### config.mk
export PLATFORM = sky130hd
export DESIGN_NAME = uart_rx
export DESIGN_NICKNAME = d
export VERILOG_FILES = /design/src/rtl/uart_rx.sv
export SDC_FILE = /design/constraint.sdc
export NUM_CORES = 1
export LEC_CHECK = 0
export CAP_MARGIN = 20
export CORE_MARGIN = 3
export CORE_UTILIZATION = 58
export DETAILED_ROUTE_END_ITERATION = 7
export PLACE_DENSITY_LB_ADDON = 0.3
export SYNTH_ARGS = -nofsm -noshare
export SYNTH_HDL_FRONTEND = slang
export SYNTH_SLANG_ARGS = --single-unit
### constraint.sdc
create_clock -name clock -period 5.1 [get_ports clock]
set_input_delay 1.02 -clock clock [delete_from_list [all_inputs] [get_ports clock]]
set_output_delay 1.02 -clock clock [all_outputs]
set_load 0.02 [all_outputs]
### src/rtl/uart_rx.sv
// UART receiver (8N1) with an MMIO-readable receive buffer and sticky error flags.
// Define UART_RX_FIFO_EN for a 4-entry FIFO; otherwise a single holding register is used.
module uart_rx #(
  parameter int DELAY_FRAMES    = 234,
  parameter int HALF_DELAY_WAIT = DELAY_FRAMES / 2
) (
  input  logic        clock,
  input  logic        reset,
  input  logic        rx,
  input  logic [15:0] mmio_addr,
  input  logic        mmio_read,
  output logic [7:0]  mmio_rdata,
  output logic        rx_ready
);

  localparam logic [24:0] FULL_CNT    = 25'(DELAY_FRAMES);
  localparam logic [24:0] HALF_CNT    = 25'(HALF_DELAY_WAIT);
  localparam logic [15:0] ADDR_DATA   = 16'hf002;
  localparam logic [15:0] ADDR_STATUS = 16'hf003;

  typedef enum logic [2:0] {IDLE, START, DATA, STOP, WAIT_HIGH} state_t;

  state_t      state_q, state_d;
  logic [24:0] cnt_q, cnt_d;
  logic [2:0]  bit_q, bit_d;
  logic [7:0]  shift_q, shift_d;
  logic        rx_meta, rx_sync;
  logic        cnt_half, cnt_full;
  logic        push, frame_err_set;
  logic        frame_err_q, overrun_q;
  logic        rd_data, rd_status;
  logic        do_push, do_pop, overrun_set;
  logic        full, empty;
  logic [7:0]  head;

  // NOTE: clocked state uses non-blocking assignments so every flop samples pre-edge values.
  always_ff @(posedge clock or negedge reset) begin
    if (!reset) begin
      rx_meta <= 1'b1;
      rx_sync <= 1'b1;
    end else begin
      rx_meta <= rx;
      rx_sync <= rx_meta;
    end
  end

  always_ff @(posedge clock or negedge reset) begin
    if (!reset) begin
      state_q <= IDLE;
      cnt_q   <= '0;
      bit_q   <= '0;
      shift_q <= '0;
    end else begin
      state_q <= state_d;
      cnt_q   <= cnt_d;
      bit_q   <= bit_d;
      shift_q <= shift_d;
    end
  end

  assign cnt_half = (cnt_q + 25'd1) == HALF_CNT;
  assign cnt_full = (cnt_q + 25'd1) == FULL_CNT;

  always_comb begin
    // NOTE: every output gets a default first so no path leaves a value unassigned (no latches).
    state_d       = state_q;
    cnt_d         = cnt_q + 25'd1;
    bit_d         = bit_q;
    shift_d       = shift_q;
    push          = 1'b0;
    frame_err_set = 1'b0;
    case (state_q)
      IDLE: begin
        cnt_d = '0;
        if (!rx_sync) state_d = START;
      end
      START: begin
        if (cnt_half) begin
          cnt_d   = '0;
          bit_d   = '0;
          state_d = rx_sync ? IDLE : DATA;
        end
      end
      DATA: begin
        if (cnt_full) begin
          cnt_d          = '0;
          shift_d[bit_q] = rx_sync;
          bit_d          = bit_q + 3'd1;
          if (bit_q == 3'd7) state_d = STOP;
        end
      end
      STOP: begin
        if (cnt_full) begin
          cnt_d = '0;
          if (rx_sync) begin
            push    = 1'b1;
            state_d = IDLE;
          end else begin
            frame_err_set = 1'b1;
            state_d       = WAIT_HIGH;
          end
        end
      end
      WAIT_HIGH: begin
        cnt_d = '0;
        if (rx_sync) state_d = IDLE;
      end
      default: state_d = IDLE;
    endcase
  end

  assign rd_data     = mmio_read && (mmio_addr == ADDR_DATA);
  assign rd_status   = mmio_read && (mmio_addr == ADDR_STATUS);
  assign do_pop      = rd_data && !empty;
  // A pop in the same cycle frees the slot, so a full buffer still accepts the push.
  assign do_push     = push && (!full || do_pop);
  assign overrun_set = push && full && !do_pop;
  assign rx_ready    = !empty;

`ifdef UART_RX_FIFO_EN
  logic [7:0] fifo_mem [4];
  logic [1:0] wr_ptr, rd_ptr;
  logic [2:0] count;

  assign full  = count == 3'd4;
  assign empty = count == 3'd0;
  assign head  = fifo_mem[rd_ptr];

  always_ff @(posedge clock or negedge reset) begin
    if (!reset) begin
      wr_ptr <= '0;
      rd_ptr <= '0;
      count  <= '0;
    end else begin
      if (do_push) wr_ptr <= wr_ptr + 2'd1;
      if (do_pop)  rd_ptr <= rd_ptr + 2'd1;
      case ({do_push, do_pop})
        2'b10:   count <= count + 3'd1;
        2'b01:   count <= count - 3'd1;
        default: count <= count;
      endcase
    end
  end

  // NOTE: storage is not reset; count gates every read so stale entries are never visible.
  always_ff @(posedge clock) begin
    if (do_push) fifo_mem[wr_ptr] <= shift_q;
  end
`else
  logic [7:0] hold_q;
  logic       valid_q;

  assign full  = valid_q;
  assign empty = !valid_q;
  assign head  = hold_q;

  always_ff @(posedge clock or negedge reset) begin
    if (!reset) begin
      hold_q  <= '0;
      valid_q <= 1'b0;
    end else begin
      if (do_push) begin
        hold_q  <= shift_q;
        valid_q <= 1'b1;
      end else if (do_pop) begin
        valid_q <= 1'b0;
      end
    end
  end
`endif

  // Flags are sticky; a set arriving with a status-read clear wins.
  always_ff @(posedge clock or negedge reset) begin
    if (!reset) begin
      mmio_rdata  <= '0;
      frame_err_q <= 1'b0;
      overrun_q   <= 1'b0;
    end else begin
      if (rd_data)
        mmio_rdata <= empty ? 8'h00 : head;
      else if (rd_status)
        mmio_rdata <= {5'b0, frame_err_q, overrun_q, rx_ready};
      frame_err_q <= frame_err_set || (frame_err_q && !rd_status);
      overrun_q   <= overrun_set   || (overrun_q   && !rd_status);
    end
  end

endmodule

## Word-level counts from Yosys, hierarchy flattened

Index checks and enable logic that the tools add are counted.

- Register bits after elaboration: 60
- Input port bits: 20
- Output and inout bits: 9

- $add $sub $neg: 2
- Magnitude comparators: 2
- Eq/ne operators: 15
- Mux-type cells: 29
- Reductions and logical operators: 24

Operator list:

| operator | number |
|---|---|
| one-hot mux 25 bit (3 select lines) | 1 |
| two-way mux 25 bit | 2 |
| equality test 16 bit (second input constant) | 2 |
| two-way mux 3 bit | 9 |
| adder 25 x 1 -> 25 bit (second input constant) | 1 |
| equality test 25 x 7 -> 1 bit (second input constant) | 1 |
| equality test 25 x 8 -> 1 bit (second input constant) | 1 |
| two-way mux 8 bit | 3 |
| one-hot mux 3 bit (5 select lines) | 1 |
| != test 2 bit (second input constant) | 6 |
| logical AND 1 bit | 9 |
| two-way mux 1 bit | 9 |
| bitwise mux 8 bit | 1 |
| equality test 3 x 2 -> 1 bit (second input constant) | 2 |
| equality test 3 bit (second input constant) | 2 |
| one-hot mux 3 bit (2 select lines) | 1 |
| AND reduction 6 bit | 1 |
| nonzero test 2 bit | 3 |
| less-than comparator 3 x 4 -> 1 bit (second input constant) | 1 |
| OR reduction 2 bit | 2 |
| adder 3 x 1 -> 3 bit (second input constant) | 1 |
| demux 1 bit (select 3 bit) | 1 |
| equality test 3 x 1 -> 1 bit (second input constant) | 1 |
| greater-or-equal comparator 3 x 1 -> 1 bit (second input constant) | 1 |
| other kinds (6) | 10 |

## Depth between registers and ports, before layout

- Depth after elaboration: 7
- Gate-level depth with buffers: 10

## Least setup slack after synthesis

No wires, ideal clock.

- Kind: register to register
- Start point: register cnt_q[1]
- End point: register hold_q[0] (netlist: head[0])
- Setup time: 0.125 ns
- Arrival: 3.420 ns
- Setup slack: 1.556 ns
- Stages on the path, launching flop included: 10
- Buffers on the path: 1
- Clock period less this slack: 3.544 ns
- Cells stage by stage: dfrtp_1 > ha_1 > nand4_2 > nor4_1 > xnor2_1 > nand4_1 > or4_1 > buf_2 > nor4_4 > mux2_2

- Longest elaborated chain between the ends: 5

RTL lines:

| what | RTL line | text |
|---|---|---|
| start: declaration | 24 | `logic [24:0] cnt_q, cnt_d;` |
| start signal: assignment | 55 | `cnt_q <= cnt_d;` |
| adder 25 x 1 -> 25 bit | 62 | `assign cnt_full = (cnt_q + 25'd1) == FULL_CNT;` |
| equality test 25 x 8 -> 1 bit | 62 |  |
| two-way mux 1 bit | 93 | `if (cnt_full) begin` |
| two-way mux 1 bit | 72 | `case (state_q)` |
| logical AND 1 bit | 116 | `assign do_push = push && (!full \|\| do_pop);` |
| end signal: assignment | 163 | `hold_q <= shift_q;` |
| end: declaration | 150 | `logic [7:0] hold_q;` |

Every way passes these cells.
A chain may end at the register's enable or synchronous reset.

## Final worst setup path

- Start point: register cnt_q[0]
- End point: register hold_q[0] (netlist: head[0])

The elaborated chain is that of the path after synthesis.

==> metrics <==
P_leak=1.53 nW; Die X=about 82 um; DRC viols=0; Ys Warns=0; clk sinks=60; total number of vias=approximately 2.7k; DRT Wirelength=slightly above 7 mm; crit path capture=head[0]; crit-path cells=ha_1, nand4_2, nor4_1, buf_4, xnor2_1, nand4_1, or4_1, nor4_4, mux2_2; top cell type's share of synthesized area=approximately 43%; Clock Path Buffers=2; maximum VDD drop=~0.18 mV; Initial DRT Pass Iterations=4; mux contribution to synthesized area=~5.6%; fmax=roughly 260 MHz; Num CTS Buffers=9; worst setup path startpoint=cnt_q[0]; DP HPWL=between 4 and 5 mm; Setup crit start kind=flop; Placeable Area=~5600 um^2; Post-Synth XOR/XNOR Area=~5.7%; CTS clk-pin slew, worst paths=0.07 ns; Synth Area in Compound Gates=around 11%; Chip Height=82.3 um; setup TNS=0 ns; CTS tree=done; flops & latches, synth=60; worst r2r src=cnt_q[0]; clock skew=around 0.0061 ns; die footprint=about 6800 um^2; site row count=27; Top FF cell, synth=dfrtp_1; Final Power=a little over 0.9 mW; Tot GR Track Use=a little under a quarter; dominant cell by count in the synthesized netlist=dfrtp_1; Via density=~6.0; global-route wire length before repair=~12 mm; post-synthesis simple-gate area fraction=roughly 28%; Synth area leaders=dfrtp_1 43%, mux2_2 5.3%, xnor2_1 4.1%; Worst R2R Setup Slack=approximately 1.2 ns; hold crit path type=reg -> reg; layout cell share with drive strength beyond 1=approximately 14%; Detail Route Antenna Nets=0; largest net degree at the start of global routing=61; reg2reg path depth=9; Post-Synth Adder-Cell Area=approximately 1.9%; async set-or-reset flop fraction in the synthesized netlist=100%; area growth from synthesis to layout=14.4%; endpoints failing hold=0; final worst-path cycle share=between 70% and 80%; # nets final=around 400; drt wl/cell=roughly 16 um; library cells used by synthesis=between 50 and 60; hold_buf cts=0; DRT iter0 DRCs=between 150 and 200; min cycle time layout=slightly below 4 ns; Worst slew margin=roughly two fifths; WS Path Type=reg -> reg; Worst setup EP type=flop; WP buf/inv=1; CP delay by family, top=simple AND/OR/NAND/NOR gates; area of placed instances=3670 um^2; worst path arrival time=approximately 4.1 ns; Worst path max stage delay=around 0.74 ns; cts repair resizes=0; highest-delay cell along the critical path=or4_1; Synth Instances=355; CP required=around 5.3 ns; Setup Fix Bufs, Post-CTS=0; final slew viol count=0; ANT cells=0; outcome=finished clean; top cells by count, synth=58 x dfrtp_1, 34 x nand2_1, 29 x nor2_1; Critical Path Fanout Max=14; I/O Buffers=28; Slew @ Worst Pin=between 0.8 and 0.9 ns; Final setup viols=0; main combinational cell family by area after synthesis=simple AND/OR/NAND/NOR gates; syn nets=380; largest area contributor in the netlist=dfrtp_1; WP depth=9; post-synthesis sequential area ratio=44.5%; Syn Area/Cell=about 9.5 um^2; routability cong.=0.889; initial antenna violation count=0; Finished Cell Area=just under 4000 um^2; Power Density=between 200 and 250 nW/um^2; grt ovf=0; RSZ-0062 raised after global routing=no; EDFF count, synth=0; I/O pin cnt=29; synthesized area=3380 um^2; clk_lat worst skew=around 0.34 ns; vias in the first global route=2526; htree depth=3; Root Buffer=clkbuf_8; R2R Path End=head[0]; # Max-Cap Violations=0; Starting Density=between 60% and 70%
==> logic make-up after synthesis <==
| family | after synthesis |
|---|---|
| DFF | 60 |
| AOI/OAI and AO/OA | 55 |
| adders and majority gates | 5 |
| and+or+nand+nor | 169 |
| buffers and inverters | 27 |
| muxes | 17 |
| xor gates and xnor gates | 22 |
==> routing by layer <==
| layer | vias up | GRT usage (%) | part of all wire, % | wire, um |
|---|---|---|---|---|
| met1 | 1298 | 29.4 | 44 | 3130 |
| met3 | 11 | 4.12 | 4.9 | 349 |
| li1 | 1336 | - | - | - |
| met4 | 0 | 9.47 | 1.7 | 121 |
| met5 | - | 0 | 0 | 0 |
| met2 | 70 | 38.4 | 49 | 3470 |
==> registers in the layout, indices dropped and copies added (netlist names) <==
register     flops
rx_sync          1
rx_meta          1
bit_q            3
rx_ready         1
frame_err_q      1
state_q          3
mmio_rdata       8
overrun_q        1
head             8
shift_q          8
cnt_q           25
==> worst min path at each step <==
stage               startpoint  endpoint  slack [ns]  depth (start not counted)
floorplan              rx_meta   rx_sync        0.35                          0
detailed placement     rx_meta   rx_sync        0.35                          0
global placement       rx_meta   rx_sync        0.35                          0
finish                 rx_meta   rx_sync        0.36                          0
global route           rx_meta   rx_sync        0.37                          0
CTS                    rx_meta   rx_sync        0.36                          0
==> power breakdown <==
| part | switching, mW | internal (mW) | total [mW] |
|---|---|---|---|
| combinational | 0.0134 | 0.0146 | 0.0280 |
| sequential | 0.00187 | 0.477 | 0.479 |
| clock | 0.200 | 0.227 | 0.426 |
| total | 0.215 | 0.718 | 0.933 |
==> through the flow <==
stage | hold slack (ns) | setup slack, ns | utilization, % | instances
after floorplan | 0.345 | 1.56 | - | 355
after global placement | 0.346 | 1.29 | 65.8 | 435
after detailed placement | 0.349 | 1.22 | 65.8 | 435
after CTS | 0.360 | 1.20 | 69.3 | 451
after global routing | 0.367 | 0.859 | 69.3 | 451
final | 0.358 | 1.19 | 69.3 | 451
==> cell type report <==
cell class | instances | area, um^2
inverters | 4 | 15.0
clock buffers | 9 | 124
fillers | 440 | 1710
flip-flops and latches | 60 | 1500
well taps | 72 | 90.1
clock inverters | 7 | 75.1
multi-input cells | 268 | 1760
repair buffers | 31 | 298
==> layout by cell type, fill, tap and decap left out, types with 6 or more instances in the layout <==
cell type,count
mux2_2,16
o21ai_0,21
a21oi_1,6
nand3_1,13
nor2_1,29
clkbuf_8,9
nand2_1,34
nand4_1,12
nor3_1,26
xnor2_1,16
dfrtp_1,58
nor4_1,10
clkdlybuf4s50_1,27
xor2_1,6
(Power assumes the default switching activity.)
